$ cat config.mk
export PLATFORM = sky130hd
export DESIGN_NAME = execute_stage
export DESIGN_NICKNAME = d
export VERILOG_FILES = /design/src/rtl/execute_stage_pkg.sv /design/src/rtl/execute_stage_alu.sv /design/src/rtl/execute_stage.sv
export SDC_FILE = /design/constraint.sdc
export NUM_CORES = 1
export LEC_CHECK = 0
export CAP_MARGIN = 10
export CELL_PAD_IN_SITES_DETAIL_PLACEMENT = 1
export CELL_PAD_IN_SITES_GLOBAL_PLACEMENT = 2
export CORE_MARGIN = 2
export CORE_UTILIZATION = 29
export DETAILED_ROUTE_END_ITERATION = 8
export GPL_TIMING_DRIVEN = 0
export PLACE_DENSITY = 0.86
export SYNTH_ARGS = -nofsm -noshare
export SYNTH_HDL_FRONTEND = slang
export SYNTH_SLANG_ARGS = --single-unit
$ cat constraint.sdc
create_clock -name clk -period 0.8 [get_ports clk]
set_input_delay 0.08 -clock clk [delete_from_list [all_inputs] [get_ports clk]]
set_output_delay 0.08 -clock clk [all_outputs]
set_load 0.01 [all_outputs]
$ cat src/rtl/execute_stage_pkg.sv
// Shared opcode encodings and default width for the LEGv8 execute stage.
// Optional NZCV flag output is enabled with the EXECUTE_FLAGS_EN macro.
package execute_stage_pkg;

  localparam int DATA_W_DEF = 64;

  localparam logic [3:0] ALU_AND   = 4'b0000;
  localparam logic [3:0] ALU_OR    = 4'b0001;
  localparam logic [3:0] ALU_ADD   = 4'b0010;
  localparam logic [3:0] ALU_SUB   = 4'b0110;
  localparam logic [3:0] ALU_PASSB = 4'b0111;
  localparam logic [3:0] ALU_NOR   = 4'b1100;

endpackage

$ cat src/rtl/execute_stage_alu.sv
// Combinational LEGv8 ALU; undefined opcodes yield a zero result.
// With EXECUTE_FLAGS_EN defined it also produces {N, Z, C, V}.
module alu
  import execute_stage_pkg::*;
#(
  parameter int DATA_W = DATA_W_DEF
) (
  input  logic [DATA_W-1:0] a,
  input  logic [DATA_W-1:0] b,
  input  logic [3:0]        AluControl,
  output logic [DATA_W-1:0] result,
`ifdef EXECUTE_FLAGS_EN
  output logic [3:0]        flags,
`endif
  output logic              zero
);

  logic [DATA_W-1:0] add_res;
  logic [DATA_W-1:0] sub_res;

`ifdef EXECUTE_FLAGS_EN
  // Subtract is formed as A + ~B + 1 so its carry is the NOT-borrow.
  logic [DATA_W:0] sum_w;
  logic [DATA_W:0] diff_w;
  logic            carry;
  logic            ovf;

  assign sum_w   = {1'b0, a} + {1'b0, b};
  assign diff_w  = {1'b0, a} + {1'b0, ~b} + {{DATA_W{1'b0}}, 1'b1};
  assign add_res = sum_w[DATA_W-1:0];
  assign sub_res = diff_w[DATA_W-1:0];
`else
  assign add_res = a + b;
  assign sub_res = a - b;
`endif

  always_comb begin
    result = '0;
    unique case (AluControl)
      ALU_AND:   result = a & b;
      ALU_OR:    result = a | b;
      ALU_ADD:   result = add_res;
      ALU_SUB:   result = sub_res;
      ALU_PASSB: result = b;
      ALU_NOR:   result = ~(a | b);
      default:   result = '0;
    endcase
  end

  assign zero = (result == '0);

`ifdef EXECUTE_FLAGS_EN
  always_comb begin
    carry = 1'b0;
    ovf   = 1'b0;
    if (AluControl == ALU_ADD) begin
      carry = sum_w[DATA_W];
      ovf   = (a[DATA_W-1] == b[DATA_W-1]) && (add_res[DATA_W-1] != a[DATA_W-1]);
    end else if (AluControl == ALU_SUB) begin
      carry = diff_w[DATA_W];
      ovf   = (a[DATA_W-1] != b[DATA_W-1]) && (sub_res[DATA_W-1] != a[DATA_W-1]);
    end
  end

  assign flags = {result[DATA_W-1], zero, carry, ovf};
`endif

endmodule

$ cat src/rtl/execute_stage.sv
// LEGv8 EX stage: operand-B mux, ALU, branch-target adder and EX/MEM register.
// Defining EXECUTE_FLAGS_EN adds the registered flags_E[3:0] = {N, Z, C, V} port.
module execute_stage
  import execute_stage_pkg::*;
#(
  parameter int DATA_W = DATA_W_DEF
) (
  input  logic              clk,
  input  logic              reset_n,
  input  logic              AluSrc,
  input  logic [3:0]        AluControl,
  input  logic [DATA_W-1:0] PC_E,
  input  logic [DATA_W-1:0] signImm_E,
  input  logic [DATA_W-1:0] readData1_E,
  input  logic [DATA_W-1:0] readData2_E,
  output logic [DATA_W-1:0] PCBranch_E,
  output logic [DATA_W-1:0] aluResult_E,
  output logic [DATA_W-1:0] writeData_E,
`ifdef EXECUTE_FLAGS_EN
  output logic [3:0]        flags_E,
`endif
  output logic              zero_E
);

  logic [DATA_W-1:0] operand_b;
  logic [DATA_W-1:0] alu_result;
  logic              alu_zero;
  logic [DATA_W-1:0] pc_branch_d, pc_branch_q;
  logic [DATA_W-1:0] alu_result_d, alu_result_q;
  logic [DATA_W-1:0] write_data_d, write_data_q;
  logic              zero_d, zero_q;
`ifdef EXECUTE_FLAGS_EN
  logic [3:0]        alu_flags;
  logic [3:0]        flags_d, flags_q;
`endif

  assign operand_b = AluSrc ? signImm_E : readData2_E;

  alu #(.DATA_W(DATA_W)) u_alu (
    .a          (readData1_E),
    .b          (operand_b),
    .AluControl (AluControl),
    .result     (alu_result),
`ifdef EXECUTE_FLAGS_EN
    .flags      (alu_flags),
`endif
    .zero       (alu_zero)
  );

  // Word offset: the two bits shifted out of the immediate are simply dropped.
  assign pc_branch_d  = PC_E + {signImm_E[DATA_W-3:0], 2'b00};
  assign alu_result_d = alu_result;
  assign write_data_d = readData2_E;
  assign zero_d       = alu_zero;
`ifdef EXECUTE_FLAGS_EN
  assign flags_d      = alu_flags;
`endif

  always_ff @(posedge clk or negedge reset_n) begin
    if (!reset_n) begin
      pc_branch_q  <= '0;
      alu_result_q <= '0;
      write_data_q <= '0;
      zero_q       <= 1'b0;
`ifdef EXECUTE_FLAGS_EN
      flags_q      <= '0;
`endif
    end else begin
      pc_branch_q  <= pc_branch_d;
      alu_result_q <= alu_result_d;
      write_data_q <= write_data_d;
      zero_q       <= zero_d;
`ifdef EXECUTE_FLAGS_EN
      flags_q      <= flags_d;
`endif
    end
  end

  assign PCBranch_E  = pc_branch_q;
  assign aluResult_E = alu_result_q;
  assign writeData_E = write_data_q;
  assign zero_E      = zero_q;
`ifdef EXECUTE_FLAGS_EN
  assign flags_E     = flags_q;
`endif

endmodule

==> results.yml, run 1 <==
routing:
  drt_first_pass_iters: 5
  postRouteAntennaNets: 0
  viasPerCell: 5.89
  wl_um: 107000
  drtIter0Drc: 1771
  drc_errors: 0
  routedWlPerCell_um: 28.6
  route.vias.total: 22000
floorplanning:
  core_region_area_um2: 60400
  io_pins: 456
  fp.dieW_um: 251
  placementRows: 90
  die_h_um: 251
  start_util: 0.293
  dieArea_um2: 63000
pwr:
  pwr_density_cell_nw_per_um2: 1530
  irDropWorstVdd_v: 0.00198
  power_mw: 47.0
  p_leak_nw: 12.6
timing:
  tightestPinTransition_ps: 1090
  max_slew_margin: 0.275
  grt_setup_unrepaired: "yes"
  setup_slack_ps: -5220
  maxSlewViolCount: 0
  fmaxAchievable_ghz: 0.166
  post-route-period-util: 7.53
  hold_violations: 101
  timing.hold.ws_ps: -460
  finalSetupViolCount: 316
  min_period_ps: 6020
setup_path:
  cp_common_cell: "buf_12"
  end_kind: "flop"
  crit_family: "simple AND/OR/NAND/NOR gates"
  crit_slowest_cell: "or4_4"
  critPathArrivalTime_ps: 6470
  cp_num_buf_inv: 11
  cp.required_ps: 1240
  crit_fanout: 10
  crit_path_start_kind: "primary input"
  cpPeakStageDelay_ps: 610
  critPathKind: "primary input to flop"
synthesis:
  synth_seq_cells: 193
  avgSynthCellArea_um2: 8.11
  netlist_area_um2: 17700
  syn_nets: 2575
  synth.distinct_cells: 81
  yosysSeqAreaShare: 0.273
  synthCells: 2183
  synth_enable_flop_cells: 0
  synthArstFlopShare: 1.00
  synth-main-ff-cell: "dfrtp_1"
  yosysWarnings: 0
grt:
  track_usage: 0.314
  first_global_vias: 22300
  grt_max_degree: 102
  overflow: 0
  grt_pass1_wl_um: 148000
  antenna_found_initial: 16
clock_network:
  cts_sinks: 193
  cts_buffers: 17
  cts_tree: "done"
  h-tree-depth: 4
  clk_pin_slew_ps: 80
  root_buffer: "clkbuf_16"
  max-clock-path-buffers: 2
final_layout:
  drive_gt1_frac: 0.344
  areaGrowthSynthToFinish_pct: 73.0
  final_util: 0.508
  nets: 3316
min_path:
  hold_path.class: "primary input to async pin"
place:
  place_congestion: 0.963
  dp_hpwl_um: 76300
  port_buffers: 452
run:
  drv_cap: 0
outcome:
  status: "finished, violations left"
  violations: "negative hold slack, negative setup slack"
-- per-stage QoR --
| step | setup slack [ps] | hold slack, ps | instance area [um2] | instances | TNS [ps] |
|---|---|---|---|---|---|
| CTS | -4940 | -400 | 29100 | 3650 | -381720 |
| global placement | -8410 | 482 | 24500 | 3417 | -2059620 |
| finish | -5220 | -460 | 30600 | 3736 | -391480 |
| global route | -5340 | -384 | 30600 | 3736 | -406760 |
| floorplan | -4710 | -216 | 19000 | 2183 | -252440 |
| detailed placement | -7070 | 175 | 24500 | 3418 | -484600 |
-- cell usage after synthesis (17+ instances only) --
cell      instances  area, um2
mux2_2           17        191
a21o_1           59        443
nand4_1          61        382
xnor2_1          99        867
o21ai_0         154        771
nand2b_1         19        119
nor4_1           19        119
dfrtp_1         193       4830
a31oi_1          24        150
ha_1            127       1590
inv_1            74        278
nor2b_1          22        138
mux2i_1          55        551
o21a_1           29        218
a22oi_1          35        263
clkbuf_1         98        368
nand2_1         213        800
nand3_1          43        215
a21oi_1         193        966
o22ai_1          47        294
nor2_1          137        514
maj3_1           43        430
o31ai_1          20        150
nor3_1           63        315
xor2_1           59        517
o211ai_1         18        135
-- layer usage --
layer / GRT usage / part of all wire / vias to the layer above
met1: 0.426 / 0.43 / 11200
met2: 0.513 / 0.47 / 1032
li1: - / - / 9554
met3: 0.0351 / 0.061 / 219
met4: 0.120 / 0.039 / 0
met5: 0 / 0 / -
-- cell families after synthesis --
kind of cell / share of synthesized area
buf+inv: 0.0454
simple gates: 0.189
flops: 0.273
xor+xnor: 0.0782
fa+ha+maj: 0.117
compound gates: 0.254
mux: 0.0443
-- where the power goes --
part	switching (mW)	internal, mW
Clock	5.11	4.83
Sequential	0.451	10.9
Combinational	14.0	11.7
-- timing repair --
action,4_1_cts,5_1_grt
cloned,0,1
hold buffers,9,1
pin swaps,220,143
buffers inserted,216,87
gates resized for setup,756,300
endpoints found under the hold margin,111,103
endpoints found under the setup margin,319,316
-- layout by cell type (no fill, tap or decap), types with 39 or more instances in the layout --
master	count
nand2_1	184
a21oi_1	104
o21ai_0	60
mux2i_1	42
a21oi_2	53
o21ai_2	55
o22ai_1	43
ha_1	62
nor2_1	115
xnor2_1	69
a21o_1	59
nand4_1	61
ha_4	52
clkdlybuf4s50_1	351
dfrtp_1	193
maj3_1	43
buf_6	62
inv_1	67
nor3_1	39
buf_4	240
-- area by class of cell --
type                       instances  area (um2)
buffer                            99        1020
fill                            6707       29700
clock buffer                      18         429
tap                              782         978
multi-input combinational       1788       16000
inverter                          74         284
clock inverter                    14         213
antenna                           17        42.5
timing repair buffer             751        6880
sequential                       193        4830
-- worst paths after layout --
path,from,endpoint,depth (start not counted)
worst max-delay path,AluSrc,zero_E,31
max in group asynchronous,reset_n,PCBranch_E[45],2
min in group clk,PC_E[3],PCBranch_E[3],4
worst min-delay path,reset_n,aluResult_E[7],1
-- state kept, by name (all words and copies together), names as in the netlist --
register and count:
PCBranch_E 64, aluResult_E 64, writeData_E 64, zero_E 1
Power figures use the tool's default switching activity.
==> run 2: changes to the inputs <==
--- a/config.mk
+++ b/config.mk
@@ -13,6 +13,7 @@
 export DETAILED_ROUTE_END_ITERATION = 8
 export GPL_TIMING_DRIVEN = 0
 export PLACE_DENSITY = 0.86
+export SETUP_SLACK_MARGIN = 0.1
 export SYNTH_ARGS = -nofsm -noshare
 export SYNTH_HDL_FRONTEND = slang
 export SYNTH_SLANG_ARGS = --single-unit
==> run 2 against run 1 <==
Effect of this change:
- the flow still finishes with violations (negative hold slack, negative setup slack)
- combinational power hardly changed
- core utilization is 0.32 points higher
- count of clock-buffer cells in the layout is 1 lower
- flip-flop and latch count stayed put
- sequential share of layout area is 0.097 points lower
- first-iteration DRC count is 15% higher
- routed wire length is 0.54% higher
- critical path depth stayed put
- sequential power hardly changed
- via count hardly changed
- critical endpoint unchanged
==> results.yml, run 2 (synthesized netlist as in run 1, its figures left out) <==
place:
  place_congestion: 0.960
  dp_hpwl_um: 77400
  dp_slack_ps: -7050
  place_area_um2: 24500
  place_inst: 3418
  port_buffers: 452
pwr:
  netSwitchingFraction: 0.426
  pwr-share-comb: 0.553
  p_leak_nw: 13.1
  pwr_density_cell_nw_per_um2: 1500
  seqPwrFrac: 0.247
  switchingPower_mw: 19.7
  clock_power_share: 0.201
  irDropWorstVdd_v: 0.00184
  intPower_mw: 26.6
  power_mw: 46.3
clock_network:
  cts_sinks: 193
  cts_buffers: 17
  root_buffer: "clkbuf_16"
  max-clock-path-buffers: 2
  clk_pin_slew_ps: 80
  h-tree-depth: 4
  cts_tree: "done"
final_layout:
  fin_area_um2: 30800
  areaGrowthSynthToFinish_pct: 74.1
  n_fill_cell: 6722
  mostFrequentLayoutCells: "buf_4, dfrtp_1, nand2_1"
  final_util: 0.511
  drive_gt1_frac: 0.416
  stdcell_count: 3796
  nets: 3377
  final_common_cell: "buf_4"
setup_path:
  crit_slowest_cell: "or4_4"
  crit_path_start_kind: "primary input"
  critPathKind: "primary input to flop"
  crit_family: "simple AND/OR/NAND/NOR gates"
  critPathArrivalTime_ps: 6470
  end_kind: "flop"
  cpPeakStageDelay_ps: 550
  crit_fanout: 8
  worst-path-stages: 31
  cp_common_cell: "buf_12"
  cp.required_ps: 1260
  cp_num_buf_inv: 10
timing:
  maxSlewViolCount: 0
  max_slew_margin: 0.297
  min_period_ps: 6020
  tightestPinTransition_ps: 1030
  post-route-period-util: 7.52
  fmaxAchievable_ghz: 0.166
  setup_slack_ps: -5220
  timing.hold.ws_ps: -527
  hold_violations: 103
  grt_setup_unrepaired: "yes"
  finalSetupViolCount: 316
routing:
  viasPerCell: 5.80
  route.vias.total: 22000
  wl_um: 107000
  routedWlPerCell_um: 28.3
  drtIter0Drc: 2031
  drt_first_pass_iters: 5
  drc_errors: 0
  postRouteAntennaNets: 0
min_path:
  hold_path.class: "primary input to async pin"
run:
  drv_cap: 0
floorplanning:
  dieArea_um2: 63000
  fp.dieW_um: 251
  core_region_area_um2: 60400
  placementRows: 90
  start_util: 0.293
  io_pins: 456
  die_h_um: 251
grt:
  antenna_found_initial: 18
  first_global_vias: 22000
  overflow: 0
  grt_max_degree: 101
  track_usage: 0.314
  grt_pass1_wl_um: 148000
outcome:
  status: "finished, violations left"
  violations: "negative hold slack, negative setup slack"
## run 2: metal layers
metal  wire, um  GRT usage  share of wire  vias up
met3       6490     0.0406          0.061      160
met4       3340      0.112          0.031        2
li1           -          -              -     9681
met5         13          0        0.00012        -
met2      50500      0.503           0.47      925
met1      46900      0.435           0.44    11300
## run 2: power groups by stage
stage               Sequential [mW]  Clock, mW  Combinational [mW]
global placement               11.6          0                18.5
floorplan                      12.1          0                9.77
CTS                            11.4       9.31                22.2
finish                         11.4       9.30                25.6
global route                   11.5       9.68                26.8
detailed placement             11.6          0                18.8
## run 2: layout make-up
type / count / area (um2) / share of cell area
Sequential cell: 193 / 4830 / 0.157
Clock buffer: 17 / 425 / 0.0138
Tap cell: 782 / 978 / 0.0317
Multi-Input combinational cell: 1788 / 16100 / 0.523
Timing Repair Buffer: 795 / 6770 / 0.220
Buffer: 116 / 1190 / 0.0388
Inverter: 74 / 285 / 0.00926
Antenna cell: 16 / 40.0 / 0.00130
Clock inverter: 15 / 170 / 0.00552
## run 2: worst max-delay path by stage
stage | from | to
floorplan | AluSrc | zero_E
global placement | reset_n | PCBranch_E[51]
detailed placement | signImm_E[1] | zero_E
CTS | AluSrc | zero_E
global route | AluSrc | zero_E
finish | AluSrc | zero_E
## run 2: per-stage QoR
step	hold slack, ps	setup TNS [ps]
after floorplan	-216	-252440
after global placement	493	-2104730
after detailed placement	197	-489350
after CTS	-361	-308500
after global routing	-436	-343490
final	-527	-328270
## run 2: repair_timing
| item | in CTS | in global routing |
|---|---|---|
| endpoints found under the hold margin | 114 | 107 |
| gates resized for setup | 1596 | 314 |
| setup endpoints to repair | 319 | 316 |
| gates cloned | 0 | 0 |
| setup buffers | 222 | 114 |
| hold buffers | 8 | 7 |
| pin swaps | 239 | 163 |
==> RTL change (config.mk and constraints of run 1) <==
The option `EXECUTE_FLAGS_EN` is turned on by a define.
--- a/src/rtl/execute_stage_alu.sv
+++ b/src/rtl/execute_stage_alu.sv
@@ -1,4 +1,6 @@
 // Combinational LEGv8 ALU; undefined opcodes yield a zero result.
 // With EXECUTE_FLAGS_EN defined it also produces {N, Z, C, V}.
+`define EXECUTE_FLAGS_EN
+
 module alu
   import execute_stage_pkg::*;
Behaviour (old outputs only; new: flags_E): unchanged (Yosys induction, for registers that start in step).
==> RTL change against run 1 <==
The flow still finishes with violations (hold timing, setup timing); clock power shrank 9.0%; synthesized cell count up 28%; worst hold slack gained 25 ps; non-clock buffer count fell by 27; sequential cell count grew 2; sequential share of layout area down 2.1 points; worst setup slack better by 1500 ps; synthesized area increased by 26%; final area is 16% higher; wire length is 22% higher; first-iteration DRC count rose by 30%; total power rose by 6.5%; critical endpoint is now flags_E[2]; highest routed layer is now met5.
==> RTL change: results (changes against run 1) <==
** Synthesis
- The proportion of register bits with asynchronous set or reset after synthesis came to 100.0% (unchanged).
- Number of synthesis warnings :: 0 (unchanged)
- The number of nets in the synthesized netlist is 3332 (+29%).
- The mean instance size in the synthesized netlist was 7.995 um^2 (-1.4%).
- The count of unique library cells instantiated by Yosys was 106 (+31%).
- After synthesis, the cell types taking the most area are sky130_fd_sc_hd__dfrtp_1 (22%), sky130_fd_sc_hd__ha_1 (15%), sky130_fd_sc_hd__a21oi_1 (5.5%).
- Share of synthesized area occupied by flip-flops and latches :: 21.81% (-5.5 points)
- Most frequent cells after synthesis :: sky130_fd_sc_hd__ha_1 (268), sky130_fd_sc_hd__a21oi_1 (244), sky130_fd_sc_hd__inv_1 (236)

** Placed design
- The placer's final routability congestion estimate came to 0.9919 (+3.0%).
- The cell count after placement was 4289 (+25%).
- Placed inst area :: 0.02937 mm^2 (+20%)
- Post-Place Setup Slack :: -6270 ps (+796.5 ps)
- The HPWL after detailed placement is 97.26 mm (+27%).
- Number of buffers added on ports :: 458 (+1.3%)

** Timing
- Worst Tran Pin Value :: 1041 ps (-46.38 ps)
- The setup TNS came to -358960 ps (+32520 ps).
- The count of endpoints failing setup in the final report came to 321 (+1.6%).
- Worst setup margin :: -3679 ps (+1545 ps)
- The final hold violation count was 97 (-4.0%).
- Worst hold slack :: -435.1 ps (+24.92 ps)

** Drt
- Pre-Repair DR Iteration Count :: 6 (+1)
- Total detailed-routing wirelength :: 129.8 mm (+22%)
- Number of remaining DRC errors :: 0 (unchanged)
- Number of DRC markers after the initial detailed-route iteration :: 2295 (+30%)
- Mean routed wirelength per cell :: 28.48 um (-0.27%)
- The via count of the routed design came to 26770 (+22%).

** Outcome
- Status :: finished with violations
- The checks that failed: hold timing, setup timing.

** Global route
- The aggregate global-route resource usage was 31.30% (-0.13 points).
- Global-route wire length before repair :: 183.1 mm (+24%)
- Largest net degree at the start of global routing :: 100 (-2.0%)
- The initial antenna violation count came to 11 (-5).

** Clock network
- Number of H-tree levels :: 4 (unchanged)
- CTS buffer count :: 17 (unchanged)
- The maximum count of clock buffers along a single path is 2 (unchanged).
- Clock root buffer master :: sky130_fd_sc_hd__clkbuf_16
- After clock tree synthesis, the clock-pin slew on the worst setup and hold paths is 90 ps.

** Critical path
- Data arrival time of the critical path :: 4920 ps (-1550 ps)
- In this run the worst setup path begins at AluSrc.
- The largest driver fanout on the critical path came to 7 (-3).
- Following the worst setup path forward leads to its endpoint at flags_E[2].

** Pwr
- Peak VDD IR :: 1275 uV (-35%)
- Lkg Pwr :: 0.01465 uW (+16%)

** Final layout
- Fraction of final layout cells with drive strength greater than 1 :: 29.18% (-5.2 points)
- The number of nets in the layout came to 4042 (+22%).

** Worst hold path
- Classification of the worst-slack hold path :: in2async
[RTL change: cell count changes after synthesis, moves of 25 or more]
| cell | run 1 | this run |
|---|---|---|
| sky130_fd_sc_hd__xnor2_1 | 99 | 69 |
| sky130_fd_sc_hd__o211ai_1 | 18 | 54 |
| sky130_fd_sc_hd__mux2_2 | 17 | 48 |
| sky130_fd_sc_hd__nand4_1 | 61 | 36 |
| sky130_fd_sc_hd__ha_1 | 127 | 268 |
| sky130_fd_sc_hd__nor2_1 | 137 | 185 |
| sky130_fd_sc_hd__o22ai_1 | 47 | 3 |
| sky130_fd_sc_hd__xor2_1 | 59 | 24 |
| sky130_fd_sc_hd__inv_1 | 74 | 236 |
| sky130_fd_sc_hd__maj3_1 | 43 | 0 |
| sky130_fd_sc_hd__a21oi_1 | 193 | 244 |
[RTL change: cells by family (layout without fill, tap and decap cells)]
family                     after synthesis  after routing  synth area share, %
xor gates and xnor gates                93             93                3.641
and+or+nand+nor                        828            828                19.29
muxes                                   84             84                4.033
DFF                                    195            195                21.81
adders and majority gates              271            271                15.26
AOI/OAI and AO/OA                      955            955                29.49
buffers and inverters                  372           1094                6.477
other                                    0              9                    0
[RTL change: routing by layer]
metal  routed length (um)  global-route usage, %
met4                 6709                  14.32
met5                   42                      0
met3                 9293                  5.461
met1                53160                  39.87
met2                60620                  51.51
[RTL change: critical path, cell delays in order]
cell	delay, ps
sky130_fd_sc_hd__buf_16	130
sky130_fd_sc_hd__buf_16	150
sky130_fd_sc_hd__clkbuf_16	170
sky130_fd_sc_hd__buf_16	160
sky130_fd_sc_hd__mux2_4	360
sky130_fd_sc_hd__inv_4	80
sky130_fd_sc_hd__ha_4	210
sky130_fd_sc_hd__or4_4	570
sky130_fd_sc_hd__buf_6	150
sky130_fd_sc_hd__or3_4	350
sky130_fd_sc_hd__o221ai_4	210
sky130_fd_sc_hd__xor2_1	110
sky130_fd_sc_hd__a221o_1	440
sky130_fd_sc_hd__or4_4	600
sky130_fd_sc_hd__or4_4	520
sky130_fd_sc_hd__nor4_4	320
sky130_fd_sc_hd__nand4_1	140
sky130_fd_sc_hd__nor2_1	140
[RTL change: timing repair]
action | in CTS | in global routing
hold buffers | 5 | 2
resized for setup | 696 | 301
pin swaps | 114 | 156
buffers inserted | 140 | 106
endpoints found under the setup margin | 325 | 322
endpoints found under the hold margin | 102 | 99
[RTL change: power by group]
group	switching, uW	internal [uW]
registers	384	11100
logic	16600	12900
clock network	4880	4170
[RTL change: cell type report]
class	count	area (um^2)
Fill cell	8610	40610
Multi-Input combinational cell	2231	20130
Timing Repair Buffer	708	6763
Sequential cell	195	4880
Tap cell	1030	1289
Buffer	115	1030
Inverter	240	927.1
Clock buffer	18	439.2
Clock inverter	13	120.1
Antenna cell	9	22.52
